==> src/rtl/shot_rx_decoder_if.sv <==
// Shot receive decoder bus: UART RX FIFO side (empty flag, head byte, pop)
// plus the clear input and the decoded shot outputs to the keeper logic.
// The decoder connects through the slave modport; the driver of the FIFO and
// consumer of the shot position uses the master modport.
interface shot_rx_decoder_if;
  logic       i_rx_empty;
  logic [7:0] i_rx_data;
  logic       i_clr;
  logic       o_rd_uart;
  logic [9:0] o_shot_xpos;
  logic [9:0] o_shot_ypos;
  logic       o_shot_valid;
  logic       o_shot_ready;
  logic       o_frame_err;

  modport slave (
    input  i_rx_empty, i_rx_data, i_clr,
    output o_rd_uart, o_shot_xpos, o_shot_ypos, o_shot_valid, o_shot_ready, o_frame_err
  );

  modport master (
    output i_rx_empty, i_rx_data, i_clr,
    input  o_rd_uart, o_shot_xpos, o_shot_ypos, o_shot_valid, o_shot_ready, o_frame_err
  );
endinterface

==> src/rtl/shot_rx_decoder.sv <==
// Reassembles the 4-byte tagged shot-position stream from the opponent's
// UART RX FIFO into a 10-bit X / 10-bit Y position for the keeper logic.
// Each byte carries a 5-bit payload in [7:3] and a tag in [2:0]; tags must
// arrive in the order 001 (X lo), 010 (X hi), 101 (Y lo), 110 (Y hi).
// Bytes are handled one per three cycles: capture, pop, decode.
// Optional feature macro: SHOT_RX_CLAMP_EN clamps X/Y to X_MAX/Y_MAX on
// frame completion and flags a clamped frame with frame_err.
module shot_rx_decoder #(
  parameter int TIMEOUT_CYCLES = 6501950
`ifdef SHOT_RX_CLAMP_EN
  , parameter logic [9:0] X_MAX = 10'd1023
  , parameter logic [9:0] Y_MAX = 10'd767
`endif
) (
  input logic              clk,
  input logic              rst_n,
  shot_rx_decoder_if.slave bus
);

  localparam int CNT_W = $clog2(TIMEOUT_CYCLES + 1);
  localparam logic [CNT_W-1:0] CNT_LIMIT = CNT_W'(TIMEOUT_CYCLES);

  localparam logic [2:0] TAG_X_LO = 3'b001;
  localparam logic [2:0] TAG_X_HI = 3'b010;
  localparam logic [2:0] TAG_Y_LO = 3'b101;
  localparam logic [2:0] TAG_Y_HI = 3'b110;

  typedef enum logic [1:0] {ST_WAIT, ST_POP, ST_DECODE} state_t;

  state_t           r_state,  w_state_next;
  logic [7:0]       r_byte_q, w_byte_next;
  logic [1:0]       r_idx,    w_idx_next;
  logic [4:0]       r_x_lo,   w_x_lo_next;
  logic [4:0]       r_x_hi,   w_x_hi_next;
  logic [4:0]       r_y_lo,   w_y_lo_next;
  logic [CNT_W-1:0] r_cnt,    w_cnt_next;
  logic [9:0]       r_xpos,   w_xpos_next;
  logic [9:0]       r_ypos,   w_ypos_next;
  logic             r_valid,  w_valid_next;
  logic             r_ready,  w_ready_next;
  logic             r_err,    w_err_next;

  logic [2:0] w_tag;
  logic [4:0] w_payload;
  logic [2:0] w_exp_tag;
  logic [9:0] w_x_full;
  logic [9:0] w_y_full;
`ifdef SHOT_RX_CLAMP_EN
  logic       w_clamp;
`endif

  assign w_tag     = r_byte_q[2:0];
  assign w_payload = r_byte_q[7:3];
  assign w_exp_tag = (r_idx == 2'd0) ? TAG_X_LO :
                     (r_idx == 2'd1) ? TAG_X_HI :
                     (r_idx == 2'd2) ? TAG_Y_LO : TAG_Y_HI;
  assign w_x_full  = {r_x_hi, r_x_lo};
  assign w_y_full  = {w_payload, r_y_lo};

  assign bus.o_rd_uart    = (r_state == ST_POP);
  assign bus.o_shot_xpos  = r_xpos;
  assign bus.o_shot_ypos  = r_ypos;
  assign bus.o_shot_valid = r_valid;
  assign bus.o_shot_ready = r_ready;
  assign bus.o_frame_err  = r_err;

  // State and datapath registers; everything returns to zero/WAIT on reset.
  always_ff @(posedge clk or negedge rst_n) begin
    if (!rst_n) begin
      r_state  <= ST_WAIT;
      r_byte_q <= '0;
      r_idx    <= '0;
      r_x_lo   <= '0;
      r_x_hi   <= '0;
      r_y_lo   <= '0;
      r_cnt    <= '0;
      r_xpos   <= '0;
      r_ypos   <= '0;
      r_valid  <= 1'b0;
      r_ready  <= 1'b0;
      r_err    <= 1'b0;
    end else begin
      r_state  <= w_state_next;
      r_byte_q <= w_byte_next;
      r_idx    <= w_idx_next;
      r_x_lo   <= w_x_lo_next;
      r_x_hi   <= w_x_hi_next;
      r_y_lo   <= w_y_lo_next;
      r_cnt    <= w_cnt_next;
      r_xpos   <= w_xpos_next;
      r_ypos   <= w_ypos_next;
      r_valid  <= w_valid_next;
      r_ready  <= w_ready_next;
      r_err    <= w_err_next;
    end
  end

  // Next state: inter-byte timeout first, then the byte decode (which wins
  // over a simultaneous timeout), then clear overriding both.
  always_comb begin
    w_state_next = r_state;
    w_byte_next  = r_byte_q;
    w_idx_next   = r_idx;
    w_x_lo_next  = r_x_lo;
    w_x_hi_next  = r_x_hi;
    w_y_lo_next  = r_y_lo;
    w_cnt_next   = r_cnt;
    w_xpos_next  = r_xpos;
    w_ypos_next  = r_ypos;
    w_valid_next = 1'b0;
    w_ready_next = r_ready;
    w_err_next   = 1'b0;
`ifdef SHOT_RX_CLAMP_EN
    w_clamp      = 1'b0;
`endif

    if (r_idx != 2'd0) begin
      if (r_cnt == CNT_LIMIT) begin
        w_idx_next = '0;
        w_cnt_next = '0;
        w_err_next = 1'b1;
      end else begin
        w_cnt_next = r_cnt + 1'b1;
      end
    end

    case (r_state)
      ST_WAIT: begin
        if (!bus.i_rx_empty) begin
          w_byte_next  = bus.i_rx_data;
          w_state_next = ST_POP;
        end
      end
      ST_POP: begin
        w_state_next = ST_DECODE;
      end
      ST_DECODE: begin
        w_state_next = ST_WAIT;
        w_cnt_next   = '0;
        w_err_next   = 1'b0;
        if (w_tag == w_exp_tag) begin
          w_idx_next = r_idx + 2'd1;
          case (r_idx)
            2'd0: w_x_lo_next = w_payload;
            2'd1: w_x_hi_next = w_payload;
            2'd2: w_y_lo_next = w_payload;
            default: begin
              w_valid_next = 1'b1;
              w_ready_next = 1'b1;
`ifdef SHOT_RX_CLAMP_EN
              if (w_x_full > X_MAX) begin
                w_xpos_next = X_MAX;
                w_clamp     = 1'b1;
              end else begin
                w_xpos_next = w_x_full;
              end
              if (w_y_full > Y_MAX) begin
                w_ypos_next = Y_MAX;
                w_clamp     = 1'b1;
              end else begin
                w_ypos_next = w_y_full;
              end
              w_err_next = w_clamp;
`else
              w_xpos_next = w_x_full;
              w_ypos_next = w_y_full;
`endif
            end
          endcase
        end else if (w_tag == TAG_X_LO) begin
          w_x_lo_next = w_payload;
          w_idx_next  = 2'd1;
          w_err_next  = (r_idx != 2'd0);
        end else begin
          w_idx_next = '0;
          w_err_next = 1'b1;
        end
      end
      default: begin
        w_state_next = ST_WAIT;
      end
    endcase

    if (bus.i_clr) begin
      w_idx_next   = '0;
      w_cnt_next   = '0;
      w_x_lo_next  = r_x_lo;
      w_x_hi_next  = r_x_hi;
      w_y_lo_next  = r_y_lo;
      w_xpos_next  = r_xpos;
      w_ypos_next  = r_ypos;
      w_valid_next = 1'b0;
      w_ready_next = 1'b0;
      w_err_next   = 1'b0;
    end
  end

endmodule

==> src/flat_wrapper.sv <==
// flat-port wrapper written by rule: the top's interface ports become plain ports
module shot_rx_decoder_flat 
#(
  parameter int TIMEOUT_CYCLES = 6501950

)
  (clk, rst_n, bus_i_rx_empty, bus_i_rx_data, bus_i_clr, bus_o_rd_uart, bus_o_shot_xpos, bus_o_shot_ypos, bus_o_shot_valid, bus_o_shot_ready, bus_o_frame_err);
  shot_rx_decoder_if bus_i ();
  input logic clk;
  input logic rst_n;
  input wire logic [$bits(bus_i.i_rx_empty)-1:0] bus_i_rx_empty;
  input wire logic [$bits(bus_i.i_rx_data)-1:0] bus_i_rx_data;
  input wire logic [$bits(bus_i.i_clr)-1:0] bus_i_clr;
  output wire logic [$bits(bus_i.o_rd_uart)-1:0] bus_o_rd_uart;
  output wire logic [$bits(bus_i.o_shot_xpos)-1:0] bus_o_shot_xpos;
  output wire logic [$bits(bus_i.o_shot_ypos)-1:0] bus_o_shot_ypos;
  output wire logic [$bits(bus_i.o_shot_valid)-1:0] bus_o_shot_valid;
  output wire logic [$bits(bus_i.o_shot_ready)-1:0] bus_o_shot_ready;
  output wire logic [$bits(bus_i.o_frame_err)-1:0] bus_o_frame_err;
  assign bus_i.i_rx_empty = bus_i_rx_empty;
  assign bus_i.i_rx_data = bus_i_rx_data;
  assign bus_i.i_clr = bus_i_clr;
  assign bus_o_rd_uart = bus_i.o_rd_uart;
  assign bus_o_shot_xpos = bus_i.o_shot_xpos;
  assign bus_o_shot_ypos = bus_i.o_shot_ypos;
  assign bus_o_shot_valid = bus_i.o_shot_valid;
  assign bus_o_shot_ready = bus_i.o_shot_ready;
  assign bus_o_frame_err = bus_i.o_frame_err;
  shot_rx_decoder #(.TIMEOUT_CYCLES(TIMEOUT_CYCLES)) u_core (.clk(clk), .rst_n(rst_n), .bus(bus_i));
endmodule
==> config.mk <==
export PLATFORM = sky130hd
export DESIGN_NAME = shot_rx_decoder_flat
export DESIGN_NICKNAME = d
export VERILOG_FILES = /design/src/rtl/shot_rx_decoder_if.sv /design/src/rtl/shot_rx_decoder.sv /design/src/flat_wrapper.sv
export SDC_FILE = /design/constraint.sdc
export NUM_CORES = 1
export LEC_CHECK = 0
export BUFFER_PORTS_ARGS = -buffer_cell sky130_fd_sc_hd__buf_2
export CAP_MARGIN = 20
export CELL_PAD_IN_SITES_DETAIL_PLACEMENT = 0
export CELL_PAD_IN_SITES_GLOBAL_PLACEMENT = 2
export CORE_ASPECT_RATIO = 1.2
export CORE_MARGIN = 4
export CORE_UTILIZATION = 36
export DETAILED_ROUTE_END_ITERATION = 7
export PLACE_DENSITY_LB_ADDON = 0.1
export SYNTH_ARGS = -nofsm -noshare
export SYNTH_HDL_FRONTEND = slang
export SYNTH_SLANG_ARGS = --single-unit
==> constraint.sdc <==
create_clock -name clk -period 2 [get_ports clk]
set_input_delay 0.4 -clock clk [delete_from_list [all_inputs] [get_ports clk]]
set_output_delay 0.4 -clock clk [all_outputs]
set_load 0.01 [all_outputs]
* Word-level counts from Yosys, hierarchy flattened
Index checks and enable logic that the tools add are counted.
** Word-level totals
- Flip-flop bits (word level) :: 73
- Output and inout bits :: 24
- Logic and storage cells :: 75
** Cells by class
- $add $sub $neg :: 2
- Equality and inequality tests :: 10
- Multiplexer cells :: 32
- Bitwise gates (word level) :: 3
- Reduce and logical (&&, ||, !) cells :: 16
** Operator list (number)
- two-way mux 23 bit :: 4
- adder 23 x 1 -> 23 bit, second input constant :: 1
- equality test 23 bit, second input constant :: 1
- AND reduction 4 bit :: 4
- two-way mux 1 bit :: 15
- two-way mux 5 bit :: 3
- two-way mux 2 bit :: 7
- nonzero test 2 bit :: 4
- two-way mux 3 bit :: 2
- nonzero test 3 bit :: 2
- equality test 2 x 1 -> 1 bit, second input constant :: 2
- equality test 2 bit, second input constant :: 2
- zero test 2 bit :: 2
- inequality test 2 x 1 -> 1 bit, second input constant :: 2
- case mux 2 bit (2 select lines) :: 1
- AND reduction 2 bit :: 2
- equality test 3 x 1 -> 1 bit, second input constant :: 1
- equality test 3 bit :: 1
- inverter 1 bit :: 3
- AND reduction 3 bit :: 1
- OR reduction 3 bit :: 1
- adder 2 x 1 -> 2 bit, second input constant :: 1
- inequality test 2 bit, second input constant :: 1

* Logic depth before layout (Yosys ltp)
- Word-level depth :: 8
- Mapped depth :: 8
- Depth with buffers taken out :: 6

* Worst setup path after synthesis
OpenSTA, ideal clock, no wires.
- Kind :: flip-flop to flip-flop
- Start point :: register u_core.r_idx[0]
- End point :: register u_core.r_xpos[4] (netlist: u_core.bus.o_shot_xpos[4])
- Setup time :: 125 ps
- Arrival :: 1908 ps
- Slack :: -33 ps
- Stages on the path, launching flop included :: 8
- Path buffers :: 1
- Cells stage by stage :: dfrtp_1 > inv_1 > ha_1 > o21ba_2 > o221a_2 > o211ai_4 > buf_6 > mux2_2
** On the way
- Cells in the longest elaborated chain, start to end :: 6
- Elaborated cells between the ends (all ways) :: 10
** RTL lines
- start, declared :: RTL line shot_rx_decoder.sv:32 : logic [1:0] r_idx, w_idx_next;
- start signal, assigned :: RTL line shot_rx_decoder.sv:85 : r_idx <= w_idx_next;
- equality test 2 bit :: RTL line shot_rx_decoder.sv:56, shot_rx_decoder.sv:143
- two-way mux 2 bit :: RTL line shot_rx_decoder.sv:56 : (r_idx == 2'd2) ? TAG_Y_LO : TAG_Y_HI;
- two-way mux 3 bit :: RTL line shot_rx_decoder.sv:55 : (r_idx == 2'd1) ? TAG_X_HI :
- two-way mux 3 bit :: RTL line shot_rx_decoder.sv:54 : assign w_exp_tag = (r_idx == 2'd0) ? TAG_X_LO :
- equality test 3 bit :: RTL line shot_rx_decoder.sv:141 : if (w_tag == w_exp_tag) begin
- AND reduction 4 bit (no source line) (*)
- end signal, assigned :: RTL line shot_rx_decoder.sv:90 : r_xpos <= w_xpos_next;
- end, declared :: RTL line shot_rx_decoder.sv:37 : logic [9:0] r_xpos, w_xpos_next;
Mark *: on every way between the ends. The rest lies on a longest branch, timed or not.
A chain may end at the register's enable or synchronous reset.

* Worst setup path after layout
- Start point :: register u_core.r_idx[0]
- End point :: register u_core.r_xpos[3] (netlist: u_core.bus.o_shot_xpos[3])
The elaborated chain is that of the path after synthesis.

==> impl_metrics.tcl <==
set metrics [dict create \
    status "finished with violations" \
    violations "setup timing" \
    period_minus_slack_ns 2.09 \
    core_area_um2 9180 \
    grt_pass1_vias 2624 \
    overflow 0 \
    grt_util_all_layers_pct 15.2 \
    intPower_mw 2.58 \
    combPwrFrac_pct 9.9 \
    ys_types 51 \
    r2r_slack_ns -0.09 \
    post-route-drc-count 0 \
    cp_data_arrival_time_ns 2.33 \
    finClkSkew_ns 0.00821 \
    r2r_cells 8 \
    worstReg2RegEnd "u_core.bus.o_shot_xpos[3]" \
    maxSlewHeadroom_pct 72.5 \
    syn_nets 293 \
    rsz0062_at_grt "true" \
    cts_buffers 9 \
    finalSetupViolCount 31 \
    required_ns 2.24 \
    drtIter0Drc 89 \
    async_flop_share_pct 100 \
    p_seq_share_pct 47.9 \
    clkTransAtPathRegs_ns 0.09 \
    cellLeakagePower_nw 2.18 \
    hold_path_class "input pin to register" \
    layout-drive-gt1-share_pct 47.4 \
    finalHoldViolCount 0 \
    cts_tree "built" \
    yosys-top-cells-count "73 x dfrtp_1, 41 x mux2_2, 17 x a21oi_1" \
    root_buffer "clkbuf_8" \
    syn_area_per_cell_um2 12.5 \
    synth_top_cell_area_share_pct 53.3 \
    fp.dieW_um 97.1 \
    clk_path_buf_depth 2 \
    via_per_inst 5.18 \
    p_per_area_nw_per_um2 754 \
    layout_setup_ws_ns -0.0904 \
    synth-edff-count 0 \
    pwr-share-clk_pct 42.2 \
    antenna_cells 0 \
    power.share.switching_pct 24.7 \
    clock.fmax_mhz 478 \
    placementRows 38 \
    crit_type "register to register" \
    final.period_utilization_pct 105 \
    io_buffers 35 \
    place_hpwl_um 5200 \
    routedWlPerCell_um 16.8 \
    clkSinkCount 73 \
    vias 2502 \
    synth_area_um2 3430 \
    synth.most_common_cell "dfrtp_1" \
    hold_end "u_core.r_byte_q[4]" \
    h-tree-depth 3 \
    die_area_um2 11200 \
    end_kind "register" \
    synthToLayoutAreaGrowth_pct 32.7 \
    yosys-top-cells-area "dfrtp_1 53%, mux2_2 13%, ha_1 2.6%" \
    switchingPower_mw 0.849 \
    wl_um 8130 \
    vdd_drop_max_mv 0.480 \
    synth_flop_cell "dfrtp_1" \
    finalCoreUtilization_pct 49.6 \
    rr_startpoint "u_core.r_idx[0]" \
    post-place-ws_ns -0.0947 \
    hold_depth 2 \
    dp_cells 445 \
    crit_fanout 6 \
    clk_latency_ns 0.36 \
    drv_cap 0 \
    initial_utilization_pct 37.4 \
    min-delay-start "bus_i_rx_data[4]" \
    grt_max_degree 47 \
    pin_count 36 \
    die_h_um 115 \
    cp-startpoint "u_core.r_idx[0]" \
    ant_nets 0 \
    worst_pin_slew_ns 0.413 \
    first_pass_iters 4 \
    nNetsFinal 377 \
    ys_seq_area_share_pct 53.3 \
    slew_viol_final 0 \
    yosysWarningCount 0 \
    antenna_found_initial 0 \
    gp_congestion 0.755 \
    grt_pass1_wl_um 13300 \
    synth_top_area_cell "dfrtp_1" \
    synth.ff_latch_count 73 \
    fin_cells 483 \
    synthCells 274 \
    start_kind "register" \
]
## how the worst max path moves through the flow
stage,end
4_1_cts,u_core.bus.o_shot_xpos[5]
6_report,u_core.bus.o_shot_xpos[3]
5_1_grt,u_core.bus.o_shot_ypos[7]
2_1_floorplan,u_core.bus.o_shot_xpos[4]
3_3_place_gp,u_core.r_x_hi[1]
3_5_place_dp,u_core.r_x_hi[1]
## logic make-up after synthesis
kind of cell               after synthesis  share of synthesized area [%]
muxes                                   43                           14.1
adders and majority gates                7                           2.55
xor gates and xnor gates                 4                           1.02
DFF                                     73                           53.3
AOI/OAI and AO/OA                       60                           12.3
and+or+nand+nor                         69                           13.4
buffers and inverters                   18                           3.36
## placed cells by master, fill, tap and decap left out, drive strengths merged, types with 10 or more instances in the layout
cell	instances
nand2	11
inv	11
buf	80
clkbuf	10
dfrtp	73
o31ai	11
a21oi	18
o21ai	13
or4	11
mux2	43
## cell type report
cell class,instances,area (um2)
clock inverters,7,125
well taps,120,150
inverters,9,33.8
multi-input cells,183,1650
repair buffers,82,641
flip-flops and latches,73,1830
clock buffers,9,124
fillers,854,4620
## sequential cells by signal (all words and copies together) (netlist names)
| name | count |
|---|---|
| u_core.bus.o_shot_xpos | 10 |
| u_core.r_x_hi | 5 |
| u_core.r_cnt | 23 |
| u_core.r_byte_q | 8 |
| u_core.r_y_lo | 5 |
| u_core.bus.o_shot_ypos | 10 |
| u_core.r_idx | 2 |
| u_core.bus.o_shot_valid | 1 |
| u_core.bus.o_frame_err | 1 |
| u_core.r_state | 2 |
| u_core.r_x_lo | 5 |
| u_core.bus.o_shot_ready | 1 |
## metrics by stage
| stage | area, um2 | TNS, ns | hold WS [ns] | power [mW] |
|---|---|---|---|---|
| global route | 4550 | -4.91 | 0.262 | 3.59 |
| CTS | 4360 | -1.52 | 0.247 | 3.44 |
| detailed placement | 3910 | -1.92 | 0.360 | 1.96 |
| finish | 4550 | -1.97 | 0.267 | 3.43 |
| floorplan | 3430 | 0 | 0.104 | 1.83 |
| global placement | 3910 | -0.983 | 0.357 | 1.95 |
## layer usage
| layer | vias up | global-route usage (%) | wire length (um) |
|---|---|---|---|
| met4 | 0 | 6.84 | 210 |
| met5 | - | 0 | 0 |
| li1 | 1195 | - | - |
| met2 | 49 | 25.6 | 4050 |
| met3 | 21 | 4.00 | 342 |
| met1 | 1237 | 18.3 | 3530 |
## power by group through the flow
stage               registers (mW)  logic (mW)  clock network [mW]
floorplan                     1.64       0.187                   0
global placement              1.67       0.288                   0
detailed placement            1.67       0.292                   0
CTS                           1.64       0.319                1.49
global route                  1.66       0.374                1.56
finish                        1.64       0.341                1.45
## timing repair
| item | in CTS | in global routing |
|---|---|---|
| buffers inserted | 13 | 4 |
| hold endpoints to repair | 27 | 0 |
| setup endpoints to repair | 37 | 42 |
| pin swaps | 3 | 10 |
| cloned | 2 | 2 |
| hold buffers | 1 | 0 |
| gates resized for setup | 11 | 35 |
## worst max-delay path: stages (launching register included)
cell      delay [ns]
dfrtp_1         0.44
inv_2           0.09
ha_4            0.20
nor2b_4         0.14
o221a_4         0.32
o211ai_4        0.17
buf_4           0.17
buf_16          0.12
mux2_2          0.32
No activity file was read; power rests on OpenSTA's default activity.
